`src/rtl/prescaled_bcd_counter.sv`:
```
// Multi-digit BCD up/down counter stepped by a programmable prescaler, with
// synchronous load, wrap-or-saturate limits, tick/tc pulses and 7-segment decode.
module prescaled_bcd_counter #(
    parameter int DIGITS   = 4,
    parameter int PRESC_W  = 26,
    parameter int WRAP     = 1,
    parameter int BLANK_LZ = 0
) (
    input  logic                  clk,
    input  logic                  clr,
    input  logic                  enable,
    input  logic                  up_dn,
    input  logic                  load,
    input  logic [4*DIGITS-1:0]   load_val,
    input  logic [PRESC_W-1:0]    presc_max,
    output logic [4*DIGITS-1:0]   count_bcd,
    output logic                  tick,
    output logic                  tc,
    output logic [8*DIGITS-1:0]   seg
);

    logic [PRESC_W-1:0]  presc_q, presc_d;
    logic [4*DIGITS-1:0] count_q, count_d;
    logic                tick_q, tick_d;
    logic                tc_q, tc_d;

    logic [4*DIGITS-1:0] stepVal;
    logic [4*DIGITS-1:0] clampVal;
    logic                atLimit;
    logic                stepEn;
    logic                carry;
    logic                allNine;
    logic                allZero;
    logic [3:0]          stepDig;

    function automatic logic [7:0] font(input logic [3:0] d);
        case (d)
            4'd0:    font = 8'hC0;
            4'd1:    font = 8'hF9;
            4'd2:    font = 8'hA4;
            4'd3:    font = 8'hB0;
            4'd4:    font = 8'h99;
            4'd5:    font = 8'h92;
            4'd6:    font = 8'h82;
            4'd7:    font = 8'hF8;
            4'd8:    font = 8'h80;
            4'd9:    font = 8'h90;
            default: font = 8'hFF;
        endcase
    endfunction

    // Ripple carry/borrow through all digits so the whole count moves in one cycle.
    always_comb begin
        stepVal  = count_q;
        clampVal = load_val;
        carry    = 1'b1;
        allNine  = 1'b1;
        allZero  = 1'b1;
        stepDig  = 4'd0;
        for (int i = 0; i < DIGITS; i++) begin
            stepDig = count_q[4*i +: 4];
            allNine = allNine && (stepDig == 4'd9);
            allZero = allZero && (stepDig == 4'd0);
            if (carry) begin
                if (up_dn) begin
                    if (stepDig == 4'd9) begin
                        stepVal[4*i +: 4] = 4'd0;
                    end else begin
                        stepVal[4*i +: 4] = stepDig + 4'd1;
                        carry = 1'b0;
                    end
                end else begin
                    if (stepDig == 4'd0) begin
                        stepVal[4*i +: 4] = 4'd9;
                    end else begin
                        stepVal[4*i +: 4] = stepDig - 4'd1;
                        carry = 1'b0;
                    end
                end
            end
            if (load_val[4*i +: 4] > 4'd9) begin
                clampVal[4*i +: 4] = 4'd9;
            end
        end
        atLimit = up_dn ? allNine : allZero;
        stepEn  = enable && !load && (presc_q >= presc_max);
    end

    always_comb begin
        presc_d = presc_q;
        count_d = count_q;
        tick_d  = 1'b0;
        tc_d    = 1'b0;
        if (load) begin
            count_d = clampVal;
            presc_d = '0;
        end else if (stepEn) begin
            presc_d = '0;
            tick_d  = 1'b1;
            tc_d    = atLimit;
            if (!(atLimit && (WRAP == 0))) begin
                count_d = stepVal;
            end
        end else if (enable) begin
            presc_d = presc_q + PRESC_W'(1);
        end
    end

    always_ff @(posedge clk or negedge clr) begin
        if (!clr) begin
            presc_q <= '0;
            count_q <= '0;
            tick_q  <= 1'b0;
            tc_q    <= 1'b0;
        end else begin
            presc_q <= presc_d;
            count_q <= count_d;
            tick_q  <= tick_d;
            tc_q    <= tc_d;
        end
    end

    assign count_bcd = count_q;
    assign tick      = tick_q;
    assign tc        = tc_q;

    logic       zeroAbove;
    logic [3:0] segDig;

    // Walk from the most significant digit down so blanking stops at the first non-zero digit.
    always_comb begin
        seg       = '1;
        zeroAbove = 1'b1;
        segDig    = 4'd0;
        for (int i = DIGITS - 1; i >= 0; i--) begin
            segDig    = count_q[4*i +: 4];
            zeroAbove = zeroAbove && (segDig == 4'd0);
            if ((BLANK_LZ != 0) && (i > 0) && zeroAbove) begin
                seg[8*i +: 8] = 8'hFF;
            end else begin
                seg[8*i +: 8] = font(segDig);
            end
        end
    end

endmodule

```
`config.mk`:
```
export PLATFORM = sky130hd
export DESIGN_NAME = prescaled_bcd_counter
export DESIGN_NICKNAME = d
export VERILOG_FILES = /design/src/rtl/prescaled_bcd_counter.sv
export SDC_FILE = /design/constraint.sdc
export NUM_CORES = 1
export LEC_CHECK = 0
export ABC_AREA = 0
export CAP_MARGIN = 20
export CORE_ASPECT_RATIO = 0.75
export CORE_MARGIN = 4
export CORE_UTILIZATION = 47
export DETAILED_ROUTE_END_ITERATION = 10
export GPL_TIMING_DRIVEN = 0
export HOLD_SLACK_MARGIN = 0.03
export PLACE_DENSITY = 0.79
export SKIP_LAST_GASP = 1
export SYNTH_ARGS = -nofsm -noshare
export SYNTH_HDL_FRONTEND = slang
export SYNTH_SLANG_ARGS = --single-unit
```
`constraint.sdc`:
```
create_clock -name clk -period 2.5 [get_ports clk]
set_input_delay 0.5 -clock clk [delete_from_list [all_inputs] [get_ports clk]]
set_output_delay 0.5 -clock clk [all_outputs]
set_load 0.02 [all_outputs]
```
# [Yosys cells after proc, flatten, opt, wreduce, memory -nomap -nowiden]
# Memories as Yosys holds them, arrays and structs flattened.
# Index checks and enable logic that the tools add are counted.
[op_classes] add_sub_neg=9 n_lt_le_gt_ge=5 n_eq_ne=4 muxes=40 n_reduce_logical=21
[op_table] op="26-bit two-way mux" count=3
[op_table] op="4-bit two-way mux" count=19
[op_table] op="16-bit two-way mux" count=2
[op_table] op="26-bit by 1-bit adder with 26-bit output (second input constant)" count=1
[op_table] op="26-bit greater-or-equal comparator" count=1
[op_table] op="4-bit by 1-bit adder with 4-bit output (second input constant)" count=4
[op_table] op="4-bit == test (second input constant)" count=4
[op_table] op="4-bit greater-than comparator (second input constant)" count=4
[op_table] op="4-bit logical NOT" count=4
[op_table] op="1-bit two-way mux" count=16
[op_table] op="4-bit by 1-bit subtractor with 4-bit output (second input constant)" count=4
[op_table] op="1-bit logical AND" count=8
[op_table] op="2-bit nonzero test" count=4
[op_table] op="2-bit AND reduction" count=3
[op_table] op="3-bit nonzero test" count=1
[op_table] op="1-bit logical NOT" count=1
[totals] reg_bits=44 rom_bits=448 word_cells=90 n_memories=4
[mem_list] memory="(no name shown)" words=16 width=7 rd=1 rd_clocked_by_memory_dff=0 wr=0 line_no="37" source="case (d)"
[mem_list] memory="(no name shown)" words=16 width=7 rd=1 rd_clocked_by_memory_dff=0 wr=0 line_no="37"
[mem_list] memory="(no name shown)" words=16 width=7 rd=1 rd_clocked_by_memory_dff=0 wr=0 line_no="37"
[mem_list] memory="(no name shown)" words=16 width=7 rd=1 rd_clocked_by_memory_dff=0 wr=0 line_no="37"

# [Logic depth before layout (Yosys ltp)]
# Gate-level depths: netlist of the first run.
[logic_depth] depth_word=8 depth_mapped=10

# [Worst setup path before layout of the first run]
# Ideal clock, no wire load.
[synth_path] path_type="input-to-reg" startpoint="in presc_max[7]" endpoint="reg presc_q[4]" t_arrival_ns=2.488 slack_ns=-0.070 cell_stages=9 n_path_buf=1 path_cell_list="inv_1 > ha_1 > a211oi_2 > o21bai_1 > o311a_4 > or2_4 > buf_6 > or4_1 > a31oi_1"
[synth_via] elab_chain_len=4
[synth_lines] element="start, declared" line_no="15" source="input logic [PRESC_W-1:0] presc_max,"
[synth_lines] element="26-bit greater-or-equal comparator (*)" line_no="86" source="stepEn = enable && !load && (presc_q >= presc_max);"
[synth_lines] element="1-bit logical AND (*)" line_no="86"
[synth_lines] element="26-bit two-way mux" line_no="97" source="end else if (stepEn) begin"
[synth_lines] element="26-bit two-way mux" line_no="94" source="if (load) begin"
[synth_lines] element="end signal, assigned" line_no="116" source="presc_q <= presc_d;"
[synth_lines] element="end, declared" line_no="22" source="logic [PRESC_W-1:0] presc_q, presc_d;"
# Every way passes the cells marked *; elsewhere a longest branch is shown, timed or not.
# A chain may end at the register's enable or synchronous reset.

# [Final worst setup path of the first run]
[layout_path] startpoint="reg presc_q[19]" endpoint="reg count_q[6], in the netlist count_bcd[6]"
[layout_via] elab_chain_len=4
[layout_lines] element="26-bit greater-or-equal comparator" line_no="86"
[layout_lines] element="1-bit logical AND" line_no="86"
[layout_lines] element="2-bit nonzero test (no source line)"
[layout_lines] element="2-bit AND reduction (no source line)"
[layout_lines] element="end signal, assigned" line_no="117" source="count_q <= count_d;"
[layout_lines] element="end, declared" line_no="23" source="logic [4*DIGITS-1:0] count_q, count_d;"
# No other way between the ends.

==> run metrics, run 1 <==
synthesized area 4200 sq um; clock share of power 24.7%; CTS clk-pin slew, worst paths about 0.070 ns; Residual DRC 0; sequential element share of the synthesized area 26.2%; cells after synthesis 558; setup TNS -0.552 ns; RSZ-0062 raised after global routing yes; Finished Cell Area 6120 sq um; Fmax roughly 0.38 GHz; flops & latches, synth 44; pwr dens 458 nW/um^2; Synth area leader dfrtp_1; syn_area_per_cell 7.53 sq um; delay-heaviest family, CP compound AO/OA/AOI/OAI gates; later-pin clock latency in the skew report ~0.29 ns; Leak 0.00267 uW; max-cap violations 0; full die area 10500 sq um; synth top area cells dfrtp_1, ha_1, nand2_1; Die X-Extent 117 microns; Crit Path Category register to register; number of nets in the layout 780; fraction of layout cells with a size suffix above 1 24.0%; Final GP Congestion 0.905; Post-DRT Antenna Nets 0; Yosys top cell area share between 20% and 30%; IO buf count 90; CTS Buffer Depth 2; Initial Utilization 49.0%; Clock Skew about 0.0038 ns; Distinct cells, synth 58; clock root buffer clkbuf_16; Worst IR Drop VDD 0.000307 V; Crit-path slowest cell dfrtp_2; Fin. Hold Viols 0; Initial DRT Pass Iterations 6; Sequential Power Share 28.8%; Slew Viols, Final 0; net switching power 1130 uW; Sink Count 44; status finished with violations; Routed WL 14.8 mm; dominant synthesized flop cell dfrtp_1; Ports 97; first-pass GRT wire length approximately 23 mm; combinational power share 46.5%; Via density 6.09; routed via count 4842; YS warnings 0; largest net degree at the start of global routing 40; Tot GR Track Use ~27%; total grt overflow 0; endpoints failing setup 11; Diodes inserted 0; CP max stage delay 0.44 ns; Max-Slew Margin vs Limit approximately 55%; H-tree depth 2; CP Buf/Inv Count 1; vias in the first global route 4599; total CTS buffers 5; Final Cycle Share 105%; Die Height 89.9 microns; startpoint types register; CTS tree built; Hold Buf Count CTS 0; wire per inst 18.6 microns; CP endpoint kind register; Required @ worst endpoint 2.68 ns; CP Cell Sequence ha_4, a21oi_1, nor2_1, a211oi_1, o211ai_1, or2_4, buf_6, a31oi_4, mux2_4; Crit path arrival time 2.81 ns; post-detail-place hpwl 10.1 mm; internal power 1670 uW; Area Growth Syn to Fin 45.6%; core area roughly 8600 sq um; Cell Area, Placed ~5300 sq um; worst-path fanout max 4; Async S/R FF share, synth 100%; sw frac 40.5%; worst setup margin -0.131 ns; failing checks setup timing; hold crit path type primary input to async pin; initial antenna violation count 0; Final min period ~2.6 ns; initial drt markers 598; Slew @ Worst Pin 0.675 ns; Post-synth EDFFs 0; Std-Cell Rows 29
## sequential cells by signal (all words and copies together), names as in the netlist
name	cells
presc_q	26
count_bcd	16
tc	1
tick	1
## final timing paths
path                             start  slack (ns)      endpoint  cells after the start
max in group asynchronous          clr        1.99  count_bcd[9]                      2
hold / removal                     clr        0.03   presc_q[22]                      1
min in group clk           presc_q[14]        0.61   presc_q[14]                      1
hold reg to reg            presc_q[14]        0.61   presc_q[14]                      1
setup / recovery           presc_q[19]       -0.13  count_bcd[6]                      9
setup reg to reg           presc_q[19]       -0.13  count_bcd[6]                      9
## layer usage
layer	vias to the layer above	track usage [%]	share of wire (%)
li1	2217	-	-
met1	2298	39.0	43
met2	285	41.8	46
met3	42	5.91	9.3
met4	0	6.40	1.8
met5	-	0	0
## worst register-to-register path, stage by stage, from the launching register on
cell      delay [ns]
dfrtp_2         0.44
ha_4            0.25
a21oi_1         0.14
nor2_1          0.08
a211oi_1        0.27
o211ai_1        0.25
or2_4           0.35
buf_6           0.13
a31oi_4         0.28
mux2_4          0.33
## cell type report
cell class / count / area [sq um]
Buffer: 27 / 171
Clock buffer: 5 / 125
Clock inverter: 3 / 25.0
Fill cell: 683 / 2450
Inverter: 48 / 180
Multi-Input combinational cell: 439 / 3240
Sequential cell: 44 / 1120
Tap cell: 108 / 135
Timing Repair Buffer: 121 / 1120
## stage by stage
step | cells | hold WS [ns] | power (uW) | util (%) | setup WS (ns)
after floorplan | 561 | 0.204 | 1530 | - | 0.00266
after global placement | 759 | 0.546 | 2050 | 61.3 | -1.05
after detailed placement | 760 | 0.341 | 2070 | 61.5 | -1.03
after CTS | 788 | 0.0339 | 2750 | 69.2 | -0.00695
after global routing | 795 | 0.0377 | 2960 | 71.4 | -0.194
final | 795 | 0.0302 | 2800 | 71.4 | -0.131
## power by group through the flow
stage | registers, uW | clock network (uW) | logic [uW]
after floorplan | 848 | 0 | 684
after global placement | 821 | 0 | 1220
after detailed placement | 823 | 0 | 1240
after CTS | 806 | 692 | 1250
after global routing | 812 | 728 | 1410
final | 808 | 692 | 1300
## cells by family (layout without fill, tap and decap cells)
group	Yosys count	after routing	share of synthesized area (%)
DFF	44	44	26.2
buffers and inverters	78	204	7.54
adders and majority gates	47	47	14.0
and+or+nand+nor	206	206	22.7
muxes	14	14	3.46
xor gates and xnor gates	23	23	4.80
AOI/OAI and AO/OA	145	145	21.2
other	1	4	0.0893
## cells in the final DEF, fill, tap and decap left out, types with 24 or more instances in the layout
cell type         n
nand2_1          63
nor2_1           55
a21oi_1          39
clkdlybuf4s50_1  38
dlygate4sd2_1    36
o21ai_0          33
inv_1            28
dfrtp_1          28
buf_4            26
ha_1             24
## cell usage after synthesis (all sizes together) (2+ instances only)
master	count
or4	5
a31oi	13
xnor2	7
a311oi	2
nand3	22
a21oi	48
or2	6
mux2i	10
nand2	65
a221oi	4
nand3b	2
inv	46
xor2	16
clkbuf	21
a32oi	2
a22oi	2
dfrtp	44
nor2	64
mux2	4
o32ai	2
o211ai	5
o21ai	42
o21a	5
nand4	11
ha	47
and2	2
o22ai	4
o21bai	2
clkinv	2
a211oi	3
and3	7
buf	9
nor3	8
nand2b	4
nor4	5
o31ai	4
## timing repair
item | CTS | global route
setup buffers | 20 | 8
pin swaps | 49 | 31
resized for setup | 148 | 63
endpoints found under the setup margin | 71 | 53
cloned | 2 | 0
No activity file was read; power rests on OpenSTA's default activity.
==> run 2, diff against run 1 <==
--- a/config.mk
+++ b/config.mk
@@ -14,6 +14,7 @@
 export GPL_TIMING_DRIVEN = 0
 export HOLD_SLACK_MARGIN = 0.03
 export PLACE_DENSITY = 0.79
+export REMOVE_ABC_BUFFERS = 1
 export SKIP_LAST_GASP = 1
 export SYNTH_ARGS = -nofsm -noshare
 export SYNTH_HDL_FRONTEND = slang
==> run 2 against run 1 <==
Net effect: core utilization up 0.57 points; sequential power is 5.3% higher; combinational power decreased by 3%; sequential share of layout area hardly changed; via count fell by 1.7%; critical path type unchanged; global-route usage fell by 2.5 points; the run still ends with setup timing left; non-clock buffer count fell by 12; setup slack improved by 0.079 ns.
==> run metrics, run 2 (synthesis gave the netlist of run 1 again) <==
CTS clk-pin slew, worst paths 0.06 ns; Ports 97; CTS tree built; Via density 6.07; Sequential Power Share 30.5%; Post-Place Worst Slack -1.65 ns; Final GP Congestion 0.920; Max-Slew Margin vs Limit 57.7%; most frequent cells in the layout nand2_1, nor2_1, clkdlybuf4s50_1; pwr dens 453 nW/um^2; first-pass GRT wire length 21.5 mm; fraction of layout cells with a size suffix above 1 25.9%; Crit-path slowest cell or4_1; Worst IR Drop VDD 0.000307 V; Residual DRC 0; Diodes inserted 0; hold crit path type primary input to async pin; failing checks setup timing; number of nets in the layout 769; combinational power share 45.0%; worst setup margin -0.0525 ns; worst hold slack ~0.11 ns; Initial Utilization a little under 50%; routed via count 4759; clock root buffer clkbuf_16; CP Cell Sequence inv_2, ha_1, nand2b_4, a21oi_4, nor3_2, o311a_4, or2_4, or4_1, a21oi_2; clock share of power between 20% and 30%; Crit Path Category register to register; Worst R2R Start presc_q[0]; CP Buf/Inv Count 1; Sink Count 44; met2 wire length 6.76 mm; internal power 1700 uW; commonest non-fill, non-tap cell in the layout nand2_1; Highest Signal Layer met4; core area 8560 sq um; total grt overflow 0; Required @ worst endpoint 2.71 ns; total CTS buffers 5; post-detail-place hpwl 9.05 mm; max-cap violations 0; H-tree depth 2; net switching power 1090 uW; met1 wire length slightly below 6 mm; delay-heaviest family, CP simple AND/OR/NAND/NOR gates; status finished with violations; Die X-Extent 117 microns; worst-path fanout max 5; Crit path arrival time 2.76 ns; Std-Cell Rows 29; vias in the first global route approximately 4600; Tot GR Track Use 24.7%; RSZ-0062 raised after global routing yes; Final min period 2.55 ns; Fin. Hold Viols 0; later-pin clock latency in the skew report 0.29 ns; Cell Area, Placed 5190 sq um; Finished Cell Area between 6000 and 7000 sq um; Slew Viols, Final 0; max reg flops 26; startpoint types register; CP max stage delay approximately 0.52 ns; Final Cycle Share 102%; CTS Buffer Depth 2; Area Growth Syn to Fin 46.8%; full die area 10500 sq um; Leak 0.00270 uW; Routed WL 14.1 mm; wire per inst 18.0 microns; Initial DRT Pass Iterations 5; endpoints failing setup 1; Clock Skew 0.00546 ns; Fmax 0.392 GHz; Worst Setup SP presc_q[0]; largest register by flop count presc_q; CP endpoint kind register; IO buf count 92; total power approximately 2800 uW; sw frac about two fifths; Slew @ Worst Pin 0.634 ns; initial drt markers 390; Filler Cells Inserted 611; initial antenna violation count 0; Post-DRT Antenna Nets 0; Die Height 89.9 microns; met3 wire len around 1.2 mm; largest net degree at the start of global routing 33
==> run 2: cell count changes in the layout (fill, tap and decap cells not counted), sizes merged <==
cell           previous run  this run
clkbuf                   26        10
buf                      40        44
dlymetal6s2s              2         6
clkdlybuf4s15            11         9
inv                      48        46
clkdlybuf4s50            38        39
dlygate4sd2              36        35
or2                       6         7
==> run 2: path summary, 6_finish.rpt <==
path / endpoint / slack, ns / depth (start not counted)
min in group clk: presc_q[14] / 0.60 / 1
max in group asynchronous: presc_q[11] / 1.89 / 2
hold / removal: presc_q[22] / 0.11 / 1
hold reg to reg: presc_q[14] / 0.60 / 1
setup reg to reg: presc_q[16] / -0.05 / 9
setup / recovery: presc_q[16] / -0.05 / 9
==> run 2: area by class of cell <==
cell class                      instances  area (sq um)  area share (%)
Clock buffer                            7           143            2.31
Clock inverter                          1          7.51           0.122
Inverter                               48           181            2.94
Tap cell                              108           135            2.19
Timing Repair Buffer                  136          1290            20.9
Sequential cell                        44          1130            18.3
Multi-Input combinational cell        440          3280            53.2
==> run 2: power by group through the flow <==
stage                     logic (uW)  registers [uW]  clock network, uW
final                           1260             851                685
after floorplan                  615             881                  0
after detailed placement        1170             866                  0
after CTS                       1180             851                684
after global placement          1130             861                  0
after global routing            1360             858                717
==> run 2: worst reg2reg max path, cell delays in order (launching register included) <==
cell	delay [ns]
dfrtp_1	0.39
inv_2	0.07
ha_1	0.28
nand2b_4	0.15
a21oi_4	0.13
nor3_2	0.06
o311a_4	0.42
or2_4	0.29
or4_1	0.52
a21oi_2	0.17
==> run 2: stage by stage <==
step / util [%] / TNS, ns / cells
floorplan: - / -1.46 / 531
global placement: 59.9 / -59.66 / 731
detailed placement: 60.6 / -46.75 / 734
CTS: 68.0 / -0.0344 / 766
global route: 72.0 / -1.58 / 784
finish: 72.0 / -0.0525 / 784
==> run 2: what timing repair did <==
action	4_1_cts	5_1_grt
gates cloned	2	0
pin swaps	49	34
gates resized for setup	128	80
hold buffers	0	0
setup endpoints to repair	68	58
setup buffers	22	19
==> run 2: per-layer routing <==
layer,global-route usage [%],vias up
li1,-,2199
met2,41.2,252
met4,7.93,0
met5,0,-
met1,32.7,2257
met3,3.42,51
==> run 3, diff against run 2 <==
--- a/config.mk
+++ b/config.mk
@@ -9,11 +9,11 @@
 export CAP_MARGIN = 20
 export CORE_ASPECT_RATIO = 0.75
 export CORE_MARGIN = 4
-export CORE_UTILIZATION = 47
+export CORE_UTILIZATION = 52
 export DETAILED_ROUTE_END_ITERATION = 10
 export GPL_TIMING_DRIVEN = 0
 export HOLD_SLACK_MARGIN = 0.03
-export PLACE_DENSITY = 0.79
+export PLACE_DENSITY = 0.83
 export REMOVE_ABC_BUFFERS = 1
 export SKIP_LAST_GASP = 1
 export SYNTH_ARGS = -nofsm -noshare
==> constraint.sdc (replaced) <==
create_clock -name clk -period 2.9 [get_ports clk]
set_input_delay 0.58 -clock clk [delete_from_list [all_inputs] [get_ports clk]]
set_output_delay 0.58 -clock clk [all_outputs]
set_load 0.02 [all_outputs]
==> run 3 against run 2 <==
Net effect: the flow now finishes without violations; setup slack improved by 0.079 ns; wire length down 9.6%; final cell count shrank 3.7%; clock power is 40% lower; hold slack worse by 0.014 ns; register-to-register slack improved by 0.35 ns; design area shrank 9.2%; critical path type is now primary input to register; largest cell class unchanged.
==> run metrics, run 3 (synthesis gave the netlist of run 1 again) <==
status completed; Via density between 6 and 7; CTS tree built; Initial DRT Pass Iterations 5; Final min period 2.87 ns; net switching power 878 uW; pwr dens between 300 and 400 nW/um^2; first-pass GRT wire length 20.1 mm; clock share of power between 10% and 20%; IO buf count just over 90; Cell Area, Placed roughly 5200 sq um; end of the worst register-to-register path presc_q[4]; H-tree depth 2; internal power 1320 uW; CTS clk-pin slew, worst paths 0.09 ns; Sink Count 44; Ports 97; startpoint types primary input; Tot GR Track Use 24.6%; CP endpoint kind register; Std-Cell Rows 28; commonest non-fill, non-tap cell in the layout clkdlybuf4s50_1; most frequent cells in the layout clkdlybuf4s50_1, nor2_1, nand2_1; routed via count ~4600; cell depth of the worst flop-to-flop path 9; Post-Layout Cell Count 755; Diodes inserted 0; largest register by flop count presc_q; Slew Viols, Final 0; Leak 0.00252 uW; Fin. Hold Viols 0; Worst R2R Start presc_q[0]; Required @ worst endpoint 3.09 ns; full die area 9590 sq um; RSZ-0062 raised after global routing yes; Sequential Power Share 33.7%; setup TNS 0 ns; Die X-Extent 112 microns; core area a little under 8000 sq um; Max-Slew Margin vs Limit 45.5%; post-layout util 71.0%; endpoints failing setup 0; initial antenna violation count 0; fraction of layout cells with a size suffix above 1 a little under an eighth; Crit Path Category primary input to register; delay-heaviest family, CP buffers and inverters; CP Cell Sequence clkdlybuf4s50_1, inv_1, ha_4, nand4_1, nor4_4, a22oi_1, o211ai_1, buf_4, nor2_4, o21ai_4, mux2_2; CP Buf/Inv Count 3; sw frac 39.9%; later-pin clock latency in the skew report around 0.3 ns; vias in the first global route around 4300; Initial Utilization around 53%; Die Height 85.8 microns; Fmax 0.348 GHz; Crit-path slowest cell clkdlybuf4s50_1; hold crit path type primary input to async pin; Worst Setup SP presc_max[21]; Clock Skew 0.00644 ns; total CTS buffers 5; Crit path arrival time 3.06 ns; clock root buffer clkbuf_8; Residual DRC 0; CP max stage delay approximately 0.45 ns; Slew @ Worst Pin 0.816 ns; max-cap violations 0; worst-path fanout max 15; R2R setup slack 0.30 ns; Final Cycle Share 99.1%; Area Growth Syn to Fin 33.3%; largest net degree at the start of global routing 42; Post-DRT Antenna Nets 0; wire per inst roughly 17 microns; max reg flops 26; Final GP Congestion 0.864; Worst IR Drop VDD about 0.00033 V; Post-Place Cells 731; Filler Cells Inserted approximately 600; number of nets in the layout 743; CTS Buffer Depth 2; post-detail-place hpwl 8.78 mm; total grt overflow 0; Finished Cell Area roughly 5600 sq um; Routed WL approximately 13 mm; initial drt markers 323; combinational power share between 40 and 50%
run 3: cell count changes in the layout (fill, tap and decap cells not counted), moves of 8 or more:
cell | previous run | this run
ha_4 | 18 | 8
ha_1 | 25 | 39
inv_2 | 19 | 3
inv_1 | 27 | 43
dfrtp_2 | 21 | 9
dfrtp_1 | 23 | 35
nor2_1 | 51 | 63
buf_6 | 8 | 0
clkdlybuf4s50_1 | 39 | 82
dlygate4sd2_1 | 35 | 0
buf_4 | 30 | 16
run 3: how the worst max path moves through the flow:
stage	endpoint	slack (ns)	cells past startpoint
after detailed placement	count_bcd[0]	-1.32	10
after CTS	presc_q[4]	0.003	9
final	count_bcd[0]	0.03	11
after floorplan	count_bcd[0]	-0.02	9
after global placement	count_bcd[0]	-1.27	10
after global routing	count_bcd[12]	-0.07	11
run 3: area by class of cell:
| class | instances | area (sq um) | area share [%] |
|---|---|---|---|
| Clock buffer | 6 | 82.6 | 1.47 |
| Clock inverter | 2 | 10.0 | 0.179 |
| Inverter | 48 | 180 | 3.22 |
| Multi-Input combinational cell | 439 | 2960 | 52.9 |
| Sequential cell | 44 | 1110 | 19.9 |
| Tap cell | 105 | 131 | 2.35 |
| Timing Repair Buffer | 111 | 1120 | 20.0 |
run 3: layer usage:
layer,share of wire [%],global-route usage (%),up-vias
met3,9.6,3.95,28
met4,1.7,6.52,0
met1,42,34.0,2152
met2,47,40.4,276
li1,-,-,2141
met5,0,0,-
run 3: through the flow:
step	hold WS [ns]	setup WS, ns	total power (uW)
floorplan	0.284	-0.0195	1290
global placement	0.526	-1.27	1720
detailed placement	0.412	-1.32	1750
CTS	0.0915	0.00270	2160
global route	0.0850	-0.0693	2320
finish	0.0962	0.0261	2200
run 3: power groups by stage:
stage	Clock, uW	Combinational, uW	Sequential, uW
after floorplan	0	530	759
after global placement	0	970	745
after detailed placement	0	1000	749
after CTS	407	1010	739
after global routing	431	1140	750
final	410	1050	741
run 3: worst register-to-register path: stages, from the launching register on:
cell	delay [ns]
dfrtp_1	0.43
inv_1	0.13
ha_1	0.24
nand2b_4	0.14
a21oi_2	0.13
nor3_1	0.06
o311a_4	0.42
or2_4	0.32
or4_1	0.49
a31oi_1	0.17
run 3: repair_timing:
item	4_1_cts	5_1_grt
buffers inserted	7	9
endpoints found under the setup margin	48	46
pin swaps	4	17
hold buffers	0	0
resized for setup	12	35
